$ cat src/rtl/odd_count_seq_if.sv
// Command channel between the host control block and the odd/even step sequencer.
// The host is the master; the sequencer is the slave and only returns cmd_ready.
interface odd_count_seq_if #(
    parameter int WIDTH  = 8,
    parameter int PASS_W = 4
);
    logic              cmd_valid;
    logic              cmd_ready;
    logic              cmd_mode;
    logic [WIDTH-1:0]  cmd_limit;
    logic [PASS_W-1:0] cmd_repeat;

    modport master (
        output cmd_valid,
        output cmd_mode,
        output cmd_limit,
        output cmd_repeat,
        input  cmd_ready
    );

    modport slave (
        input  cmd_valid,
        input  cmd_mode,
        input  cmd_limit,
        input  cmd_repeat,
        output cmd_ready
    );
endinterface

$ cat src/rtl/odd_count_seq.sv
// Odd/even step-by-two counting sequencer with programmable passes, pause and abort.
// Reports completion with a one-cycle done pulse qualified by err.
module odd_count_seq #(
    parameter int WIDTH  = 8,
    parameter int PASS_W = 4
) (
    input  logic              clk,
    input  logic              rst,
    odd_count_seq_if.slave    cmd,
    input  logic              pause,
    input  logic              abort,
    output logic [WIDTH-1:0]  cnt_o,
    output logic              cnt_valid,
    output logic [PASS_W-1:0] pass_cnt,
    output logic              busy,
    output logic              done,
    output logic              err
);

    typedef enum logic [1:0] {
        ST_IDLE = 2'd0,
        ST_RUN  = 2'd1,
        ST_DONE = 2'd2
    } state_t;

    localparam logic [WIDTH-1:0]  CNT_ONE  = WIDTH'(1);
    localparam logic [WIDTH-1:0]  CNT_STEP = WIDTH'(2);
    localparam logic [PASS_W-1:0] PASS_ONE = PASS_W'(1);

    state_t            state_r;
    logic              mode_r;
    logic [WIDTH-1:0]  eff_limit_r;
    logic [PASS_W-1:0] last_pass_r;
    logic [WIDTH-1:0]  cnt_r;
    logic              cnt_valid_r;
    logic [PASS_W-1:0] pass_r;
    logic              done_r;
    logic              err_r;

    logic [WIDTH-1:0]  eff_limit_s;
    logic              reject_s;
    logic              accept_s;
    logic [WIDTH-1:0]  start_s;
    logic              at_limit_s;
    logic              last_pass_s;

    // Parity-adjusted limit and rejection check for the command on the bus
    always_comb begin
        eff_limit_s = '0;
        reject_s    = 1'b0;
        if (cmd.cmd_mode) begin
            if (cmd.cmd_limit[0]) begin
                eff_limit_s = cmd.cmd_limit;
            end else if (cmd.cmd_limit == '0) begin
                // no odd value fits below a zero limit
                reject_s = 1'b1;
            end else begin
                eff_limit_s = cmd.cmd_limit - CNT_ONE;
            end
        end else begin
            eff_limit_s = {cmd.cmd_limit[WIDTH-1:1], 1'b0};
        end
    end

    // Handshake and run-time comparisons against the latched command
    always_comb begin
        accept_s    = cmd.cmd_valid && (state_r == ST_IDLE);
        start_s     = mode_r ? CNT_ONE : '0;
        at_limit_s  = (cnt_r == eff_limit_r);
        last_pass_s = (pass_r == last_pass_r);
    end

    // Sequencer FSM with all registered outputs
    always_ff @(posedge clk) begin
        if (!rst) begin
            state_r     <= ST_IDLE;
            mode_r      <= 1'b0;
            eff_limit_r <= '0;
            last_pass_r <= '0;
            cnt_r       <= '0;
            cnt_valid_r <= 1'b0;
            pass_r      <= '0;
            done_r      <= 1'b0;
            err_r       <= 1'b0;
        end else begin
            case (state_r)
                ST_IDLE: begin
                    done_r      <= 1'b0;
                    err_r       <= 1'b0;
                    cnt_valid_r <= 1'b0;
                    if (accept_s) begin
                        mode_r      <= cmd.cmd_mode;
                        eff_limit_r <= eff_limit_s;
                        last_pass_r <= cmd.cmd_repeat;
                        if (reject_s) begin
                            state_r <= ST_DONE;
                            done_r  <= 1'b1;
                            err_r   <= 1'b1;
                        end else begin
                            state_r     <= ST_RUN;
                            cnt_r       <= cmd.cmd_mode ? CNT_ONE : '0;
                            cnt_valid_r <= 1'b1;
                            pass_r      <= '0;
                        end
                    end else begin
                        state_r <= ST_IDLE;
                    end
                end
                ST_RUN: begin
                    if (abort) begin
                        state_r     <= ST_DONE;
                        done_r      <= 1'b1;
                        err_r       <= 1'b1;
                        cnt_valid_r <= 1'b0;
                    end else if (pause) begin
                        cnt_valid_r <= 1'b0;
                    end else if (!at_limit_s) begin
                        // eff_limit_r shares parity with the start, so this never skips past it
                        cnt_r       <= cnt_r + CNT_STEP;
                        cnt_valid_r <= 1'b1;
                    end else if (!last_pass_s) begin
                        cnt_r       <= start_s;
                        pass_r      <= pass_r + PASS_ONE;
                        cnt_valid_r <= 1'b1;
                    end else begin
                        state_r     <= ST_DONE;
                        done_r      <= 1'b1;
                        err_r       <= 1'b0;
                        cnt_valid_r <= 1'b0;
                    end
                end
                ST_DONE: begin
                    state_r     <= ST_IDLE;
                    done_r      <= 1'b0;
                    err_r       <= 1'b0;
                    cnt_valid_r <= 1'b0;
                end
                default: begin
                    state_r     <= ST_IDLE;
                    done_r      <= 1'b0;
                    err_r       <= 1'b0;
                    cnt_valid_r <= 1'b0;
                end
            endcase
        end
    end

    assign cmd.cmd_ready = (state_r == ST_IDLE);
    assign busy          = (state_r != ST_IDLE);
    assign cnt_o         = cnt_r;
    assign cnt_valid     = cnt_valid_r;
    assign pass_cnt      = pass_r;
    assign done          = done_r;
    assign err           = err_r;

endmodule
$ cat src/flat_wrapper.sv
// flat-port wrapper written by rule: the top's interface ports become plain ports
module odd_count_seq_flat 
#(
    parameter int WIDTH  = 8,
    parameter int PASS_W = 4
)
  (clk, rst, pause, abort, cnt_o, cnt_valid, pass_cnt, busy, done, err, cmd_cmd_valid, cmd_cmd_mode, cmd_cmd_limit, cmd_cmd_repeat, cmd_cmd_ready);
  odd_count_seq_if #(.WIDTH(WIDTH), .PASS_W(PASS_W)) cmd_i ();
  input  logic clk;
  input  logic rst;
  input  logic pause;
  input  logic abort;
  output logic [WIDTH-1:0] cnt_o;
  output logic cnt_valid;
  output logic [PASS_W-1:0] pass_cnt;
  output logic busy;
  output logic done;
  output logic err;
  input wire logic [$bits(cmd_i.cmd_valid)-1:0] cmd_cmd_valid;
  input wire logic [$bits(cmd_i.cmd_mode)-1:0] cmd_cmd_mode;
  input wire logic [$bits(cmd_i.cmd_limit)-1:0] cmd_cmd_limit;
  input wire logic [$bits(cmd_i.cmd_repeat)-1:0] cmd_cmd_repeat;
  output wire logic [$bits(cmd_i.cmd_ready)-1:0] cmd_cmd_ready;
  assign cmd_i.cmd_valid = cmd_cmd_valid;
  assign cmd_i.cmd_mode = cmd_cmd_mode;
  assign cmd_i.cmd_limit = cmd_cmd_limit;
  assign cmd_i.cmd_repeat = cmd_cmd_repeat;
  assign cmd_cmd_ready = cmd_i.cmd_ready;
  odd_count_seq #(.WIDTH(WIDTH), .PASS_W(PASS_W)) u_core (.clk(clk), .rst(rst), .cmd(cmd_i), .pause(pause), .abort(abort), .cnt_o(cnt_o), .cnt_valid(cnt_valid), .pass_cnt(pass_cnt), .busy(busy), .done(done), .err(err));
endmodule
$ cat config.mk
export PLATFORM = sky130hd
export DESIGN_NAME = odd_count_seq_flat
export DESIGN_NICKNAME = d
export VERILOG_FILES = /design/src/rtl/odd_count_seq_if.sv /design/src/rtl/odd_count_seq.sv /design/src/flat_wrapper.sv
export SDC_FILE = /design/constraint.sdc
export NUM_CORES = 1
export LEC_CHECK = 0
export CELL_PAD_IN_SITES_DETAIL_PLACEMENT = 2
export CELL_PAD_IN_SITES_GLOBAL_PLACEMENT = 2
export CORE_MARGIN = 10
export CORE_UTILIZATION = 31
export DETAILED_ROUTE_END_ITERATION = 12
export PLACE_DENSITY = 0.83
export SKIP_CTS_REPAIR_TIMING = 1
export SLEW_MARGIN = 10
export SYNTH_ARGS = -nofsm -noshare
export SYNTH_HDL_FRONTEND = slang
export SYNTH_SLANG_ARGS = --single-unit
$ cat constraint.sdc
create_clock -name clk -period 5.95 [get_ports clk]
set_input_delay 1.785 -clock clk [delete_from_list [all_inputs] [get_ports clk]]
set_output_delay 1.785 -clock clk [all_outputs]
set_load 0.05 [all_outputs]
==> flow_summary.html <==
<table>
<tr><th>Metric</th><th>Value</th></tr>
<tr><th colspan="2">Critical path</th></tr>
<tr><td>Required time worst endpoint</td><td>6.14 ns</td></tr>
<tr><td>Sort of element at the start of the critical path</td><td>primary input</td></tr>
<tr><td>CP Capture Type</td><td>flip-flop</td></tr>
<tr><td>Arrival time worst endpoint</td><td>4.32 ns</td></tr>
<tr><td>Crit Path Class</td><td>primary input to flip-flop</td></tr>
<tr><td>Max Fanout on Critical Path</td><td>17</td></tr>
<tr><th colspan="2">Route</th></tr>
<tr><td>Number of violations reported at the end of detailed-routing iteration 0</td><td>50</td></tr>
<tr><td>Number of detailed-route iterations in the first pass</td><td>4</td></tr>
<tr><td>Final antenna-violating net count</td><td>0</td></tr>
<tr><td>Avg Vias per Cell</td><td>5.50</td></tr>
<tr><td>WL final</td><td>5.51 mm</td></tr>
<tr><td>Routed via count</td><td>1667</td></tr>
<tr><td>Number of DRC violations after detailed routing</td><td>0</td></tr>
<tr><td>Detail-routed net length per standard cell</td><td>18.2 um</td></tr>
<tr><th colspan="2">Min path</th></tr>
<tr><td>Class of the most critical hold timing path</td><td>flip-flop to flip-flop</td></tr>
<tr><th colspan="2">Synth</th></tr>
<tr><td>Sequential share of the synthesized area</td><td>0.355</td></tr>
<tr><td>Post-synthesis register bit count</td><td>29</td></tr>
<tr><td>Synthesized netlist cell count</td><td>199</td></tr>
<tr><td>Post-synthesis net count</td><td>220</td></tr>
<tr><td>Proportion of netlist area held by the largest area contributor</td><td>0.355</td></tr>
<tr><td>Library cell occupying the most area in the post-synthesis netlist</td><td>sky130_fd_sc_hd__dfxtp_1</td></tr>
<tr><td>Mean instance size in the synthesized netlist</td><td>8.22 um^2</td></tr>
<tr><td>Most numerous cell types in the synthesized netlist</td><td>sky130_fd_sc_hd__dfxtp_1, sky130_fd_sc_hd__nor2_1, sky130_fd_sc_hd__a21oi_1, sky130_fd_sc_hd__nand2_1, sky130_fd_sc_hd__xnor2_1</td></tr>
<tr><td>Fraction of registers with async set/reset</td><td>0</td></tr>
<tr><td>Cell with the most instances after synthesis</td><td>sky130_fd_sc_hd__dfxtp_1</td></tr>
<tr><td>Main synth FF type</td><td>sky130_fd_sc_hd__dfxtp_1</td></tr>
<tr><td>Top cells by area, synth</td><td>sky130_fd_sc_hd__dfxtp_1, sky130_fd_sc_hd__a21oi_1, sky130_fd_sc_hd__xnor2_1, sky130_fd_sc_hd__nor2_1, sky130_fd_sc_hd__nand2_1</td></tr>
<tr><td>Synth Warn #</td><td>0</td></tr>
<tr><td>Netlist cell types</td><td>44</td></tr>
<tr><td>Combined area of all synthesized cells</td><td>1640 um^2</td></tr>
<tr><td>Number of synthesized flops with an enable pin</td><td>0</td></tr>
<tr><th colspan="2">Final layout</th></tr>
<tr><td>Area taken by flip-flops and latches</td><td>581 um^2</td></tr>
<tr><td>Area added between synthesis and finish</td><td>28.8%</td></tr>
<tr><td>Area of all placed cells without fillers</td><td>2110 um^2</td></tr>
<tr><td>Count of nets after finishing</td><td>255</td></tr>
<tr><td>Area of the multi-input gates</td><td>1000 um^2</td></tr>
<tr><td>Share of post-route cells with drive strength above 1</td><td>0.0429</td></tr>
<tr><td>Layout fillers</td><td>605</td></tr>
<tr><td>Antenna fix cells</td><td>0</td></tr>
<tr><th colspan="2">Placed design</th></tr>
<tr><td>Final RePlAce weighted congestion</td><td>0.777</td></tr>
<tr><td>HPWL after DPL</td><td>4.29 mm</td></tr>
<tr><td>Number of I/O port buffers</td><td>34</td></tr>
<tr><td>Placed Area</td><td>2030 um^2</td></tr>
<tr><th colspan="2">GRT</th></tr>
<tr><td>First-pass GRT wire length</td><td>9.20 mm</td></tr>
<tr><td>Overflow left after global routing</td><td>0</td></tr>
<tr><td>Global Route Usage Sum</td><td>0.131</td></tr>
<tr><td>Largest net degree at the start of global routing</td><td>21</td></tr>
<tr><td>Initial antenna violation count</td><td>0</td></tr>
<tr><td>Vias in the first global route</td><td>1789</td></tr>
<tr><th colspan="2">Die</th></tr>
<tr><td>Die span in y</td><td>92.7 um</td></tr>
<tr><td>Die area</td><td>8590 um^2</td></tr>
<tr><td>IO Count</td><td>35</td></tr>
<tr><td>Core Footprint</td><td>5110 um^2</td></tr>
<tr><td>Initial Utilization</td><td>0.320</td></tr>
<tr><td>Overall die width</td><td>92.7 um</td></tr>
<tr><td>Number of rows created at floorplan</td><td>26</td></tr>
<tr><th colspan="2">STA</th></tr>
<tr><td>Post-route setup TNS</td><td>0 ns</td></tr>
<tr><td>Max-slew violations</td><td>0</td></tr>
<tr><td>Share of the clock period used by the worst path after layout</td><td>0.694</td></tr>
<tr><td>Final setup violating endpoints</td><td>0</td></tr>
<tr><td>Largest clock skew in the final design</td><td>0.00365 ns</td></tr>
<tr><td>Highest attainable clock frequency</td><td>0.242 GHz</td></tr>
<tr><td>Period minus WS final</td><td>4.13 ns</td></tr>
<tr><td>Slew at the pin closest to its max-slew limit</td><td>0.787 ns</td></tr>
<tr><td>Max-slew headroom</td><td>0.471</td></tr>
<tr><td>Count of final hold-check violations</td><td>0</td></tr>
<tr><td>Unrepaired setup endpoints after global routing</td><td>no</td></tr>
<tr><th colspan="2">Clocking</th></tr>
<tr><td>Num CTS Buffers</td><td>5</td></tr>
<tr><td>Clock transition at the register clock pins on the worst setup and hold paths after CTS</td><td>0.06 ns</td></tr>
<tr><td>CTS tree</td><td>built</td></tr>
<tr><td>Count of clock tree sinks</td><td>29</td></tr>
<tr><td>CTS root buffer</td><td>sky130_fd_sc_hd__clkbuf_8</td></tr>
<tr><td>Clk_lat worst skew</td><td>0.28 ns</td></tr>
<tr><td>Number of H-tree levels</td><td>2</td></tr>
<tr><td>Max Buffers Root-to-Sink</td><td>2</td></tr>
<tr><th colspan="2">Power and ir drop</th></tr>
<tr><td>Power density over the cells</td><td>230 nW/um^2</td></tr>
<tr><td>Peak ir drop on the vdd network</td><td>0.0000776 V</td></tr>
<tr><td>Static Leakage</td><td>0.728 nW</td></tr>
<tr><th colspan="2">Status</th></tr>
<tr><td>Status</td><td>completed</td></tr>
<tr><th colspan="2">Flow run</th></tr>
<tr><td>Max-cap violation count</td><td>0</td></tr>
</table>
[sequential cells by signal (all words and copies together), names as in the netlist]
register	count
u_core.last_pass_r	4
u_core.pass_cnt	4
u_core.mode_r	1
u_core.err	1
u_core.state_r	2
u_core.cnt_valid	1
u_core.cnt_o	8
u_core.eff_limit_r	8
[logic make-up after synthesis]
logic type | after synthesis | synth area share
compound gates | 57 | 0.233
xor+xnor | 17 | 0.0910
fa+ha+maj | 3 | 0.0229
buf+inv | 12 | 0.0321
flops | 29 | 0.355
mux | 3 | 0.0183
simple gates | 78 | 0.248
[area by class of cell]
class,count,share of cell area
Inverter,6,0.0107
Sequential cell,29,0.275
Clock inverter,1,0.00237
Multi-Input combinational cell,158,0.476
Clock buffer,5,0.0326
Tap cell,70,0.0415
Timing Repair Buffer,34,0.161
[power by group]
group,internal (mW),switching (mW)
logic,0.0435,0.0773
clock network,0.0767,0.0728
registers,0.205,0.0101
[through the flow]
step	hold slack [ns]	worst slack, ns	instances	util	total power [mW]
2_1_floorplan	0.437	2.32	199	-	0.294
3_3_place_gp	0.448	1.71	297	0.398	0.335
3_5_place_dp	0.457	1.62	297	0.398	0.340
4_1_cts	0.476	1.86	303	0.413	0.490
5_1_grt	0.501	1.68	303	0.413	0.514
6_report	0.473	1.82	303	0.413	0.485
[worst max-delay path, stage by stage]
cell,delay (ns)
sky130_fd_sc_hd__clkdlybuf4s50_1,0.49
sky130_fd_sc_hd__or4_4,0.59
sky130_fd_sc_hd__or4_4,0.56
sky130_fd_sc_hd__o22ai_4,0.40
sky130_fd_sc_hd__o21ai_1,0.23
sky130_fd_sc_hd__nor3_1,0.27
[cell usage in the layout (no fill, tap or decap), types with 2 or more instances in the layout]
cell,Yosys,layout
sky130_fd_sc_hd__nand2b_1,3,3
sky130_fd_sc_hd__mux2i_1,3,3
sky130_fd_sc_hd__nand4_1,2,2
sky130_fd_sc_hd__a21oi_1,20,20
sky130_fd_sc_hd__or4_4,2,2
sky130_fd_sc_hd__o41ai_1,2,2
sky130_fd_sc_hd__or4_1,3,3
sky130_fd_sc_hd__and2_1,3,3
sky130_fd_sc_hd__o31ai_1,2,2
sky130_fd_sc_hd__nand3_1,8,8
sky130_fd_sc_hd__nand3b_1,2,2
sky130_fd_sc_hd__clkdlybuf4s50_1,0,34
sky130_fd_sc_hd__nor2_1,21,21
sky130_fd_sc_hd__xor2_1,7,7
sky130_fd_sc_hd__clkbuf_8,0,5
sky130_fd_sc_hd__ha_1,3,3
sky130_fd_sc_hd__a211oi_1,2,2
sky130_fd_sc_hd__o211ai_1,4,4
sky130_fd_sc_hd__inv_1,6,6
sky130_fd_sc_hd__nand2_1,18,18
sky130_fd_sc_hd__a22oi_1,5,5
sky130_fd_sc_hd__o21ai_1,3,3
sky130_fd_sc_hd__o21ai_0,6,6
sky130_fd_sc_hd__o31a_1,2,2
sky130_fd_sc_hd__a32oi_1,2,2
sky130_fd_sc_hd__nor3_1,5,5
sky130_fd_sc_hd__dfxtp_1,29,29
sky130_fd_sc_hd__a21o_1,2,2
sky130_fd_sc_hd__xnor2_1,10,10
sky130_fd_sc_hd__nor4_1,4,4
[worst paths after layout]
| check | slack (ns) | cells after the start | startpoint | endpoint |
|---|---|---|---|---|
| worst max-delay path | 1.82 | 6 | cmd_cmd_limit[4] | u_core.cnt_o[1]$_SDFFE_PN0P_ |
| worst min-delay path | 0.47 | 2 | u_core.last_pass_r[3]$_SDFFE_PN0P_ | u_core.last_pass_r[3]$_SDFFE_PN0P_ |
| worst max register to register | 3.48 | 5 | u_core.pass_cnt[1]$_SDFFE_PN0P_ | u_core.cnt_o[1]$_SDFFE_PN0P_ |
| worst min register to register | 0.47 | 2 | u_core.last_pass_r[3]$_SDFFE_PN0P_ | u_core.last_pass_r[3]$_SDFFE_PN0P_ |
[routing by layer]
layer  wire length [um]  GRT usage  vias up
met4                 71     0.0463        0
met3                178     0.0299        6
li1                   -          -      799
met5                  0          0        -
met2               2750      0.225       37
met1               2500      0.156      825
No activity file was read; power rests on OpenSTA's default activity.
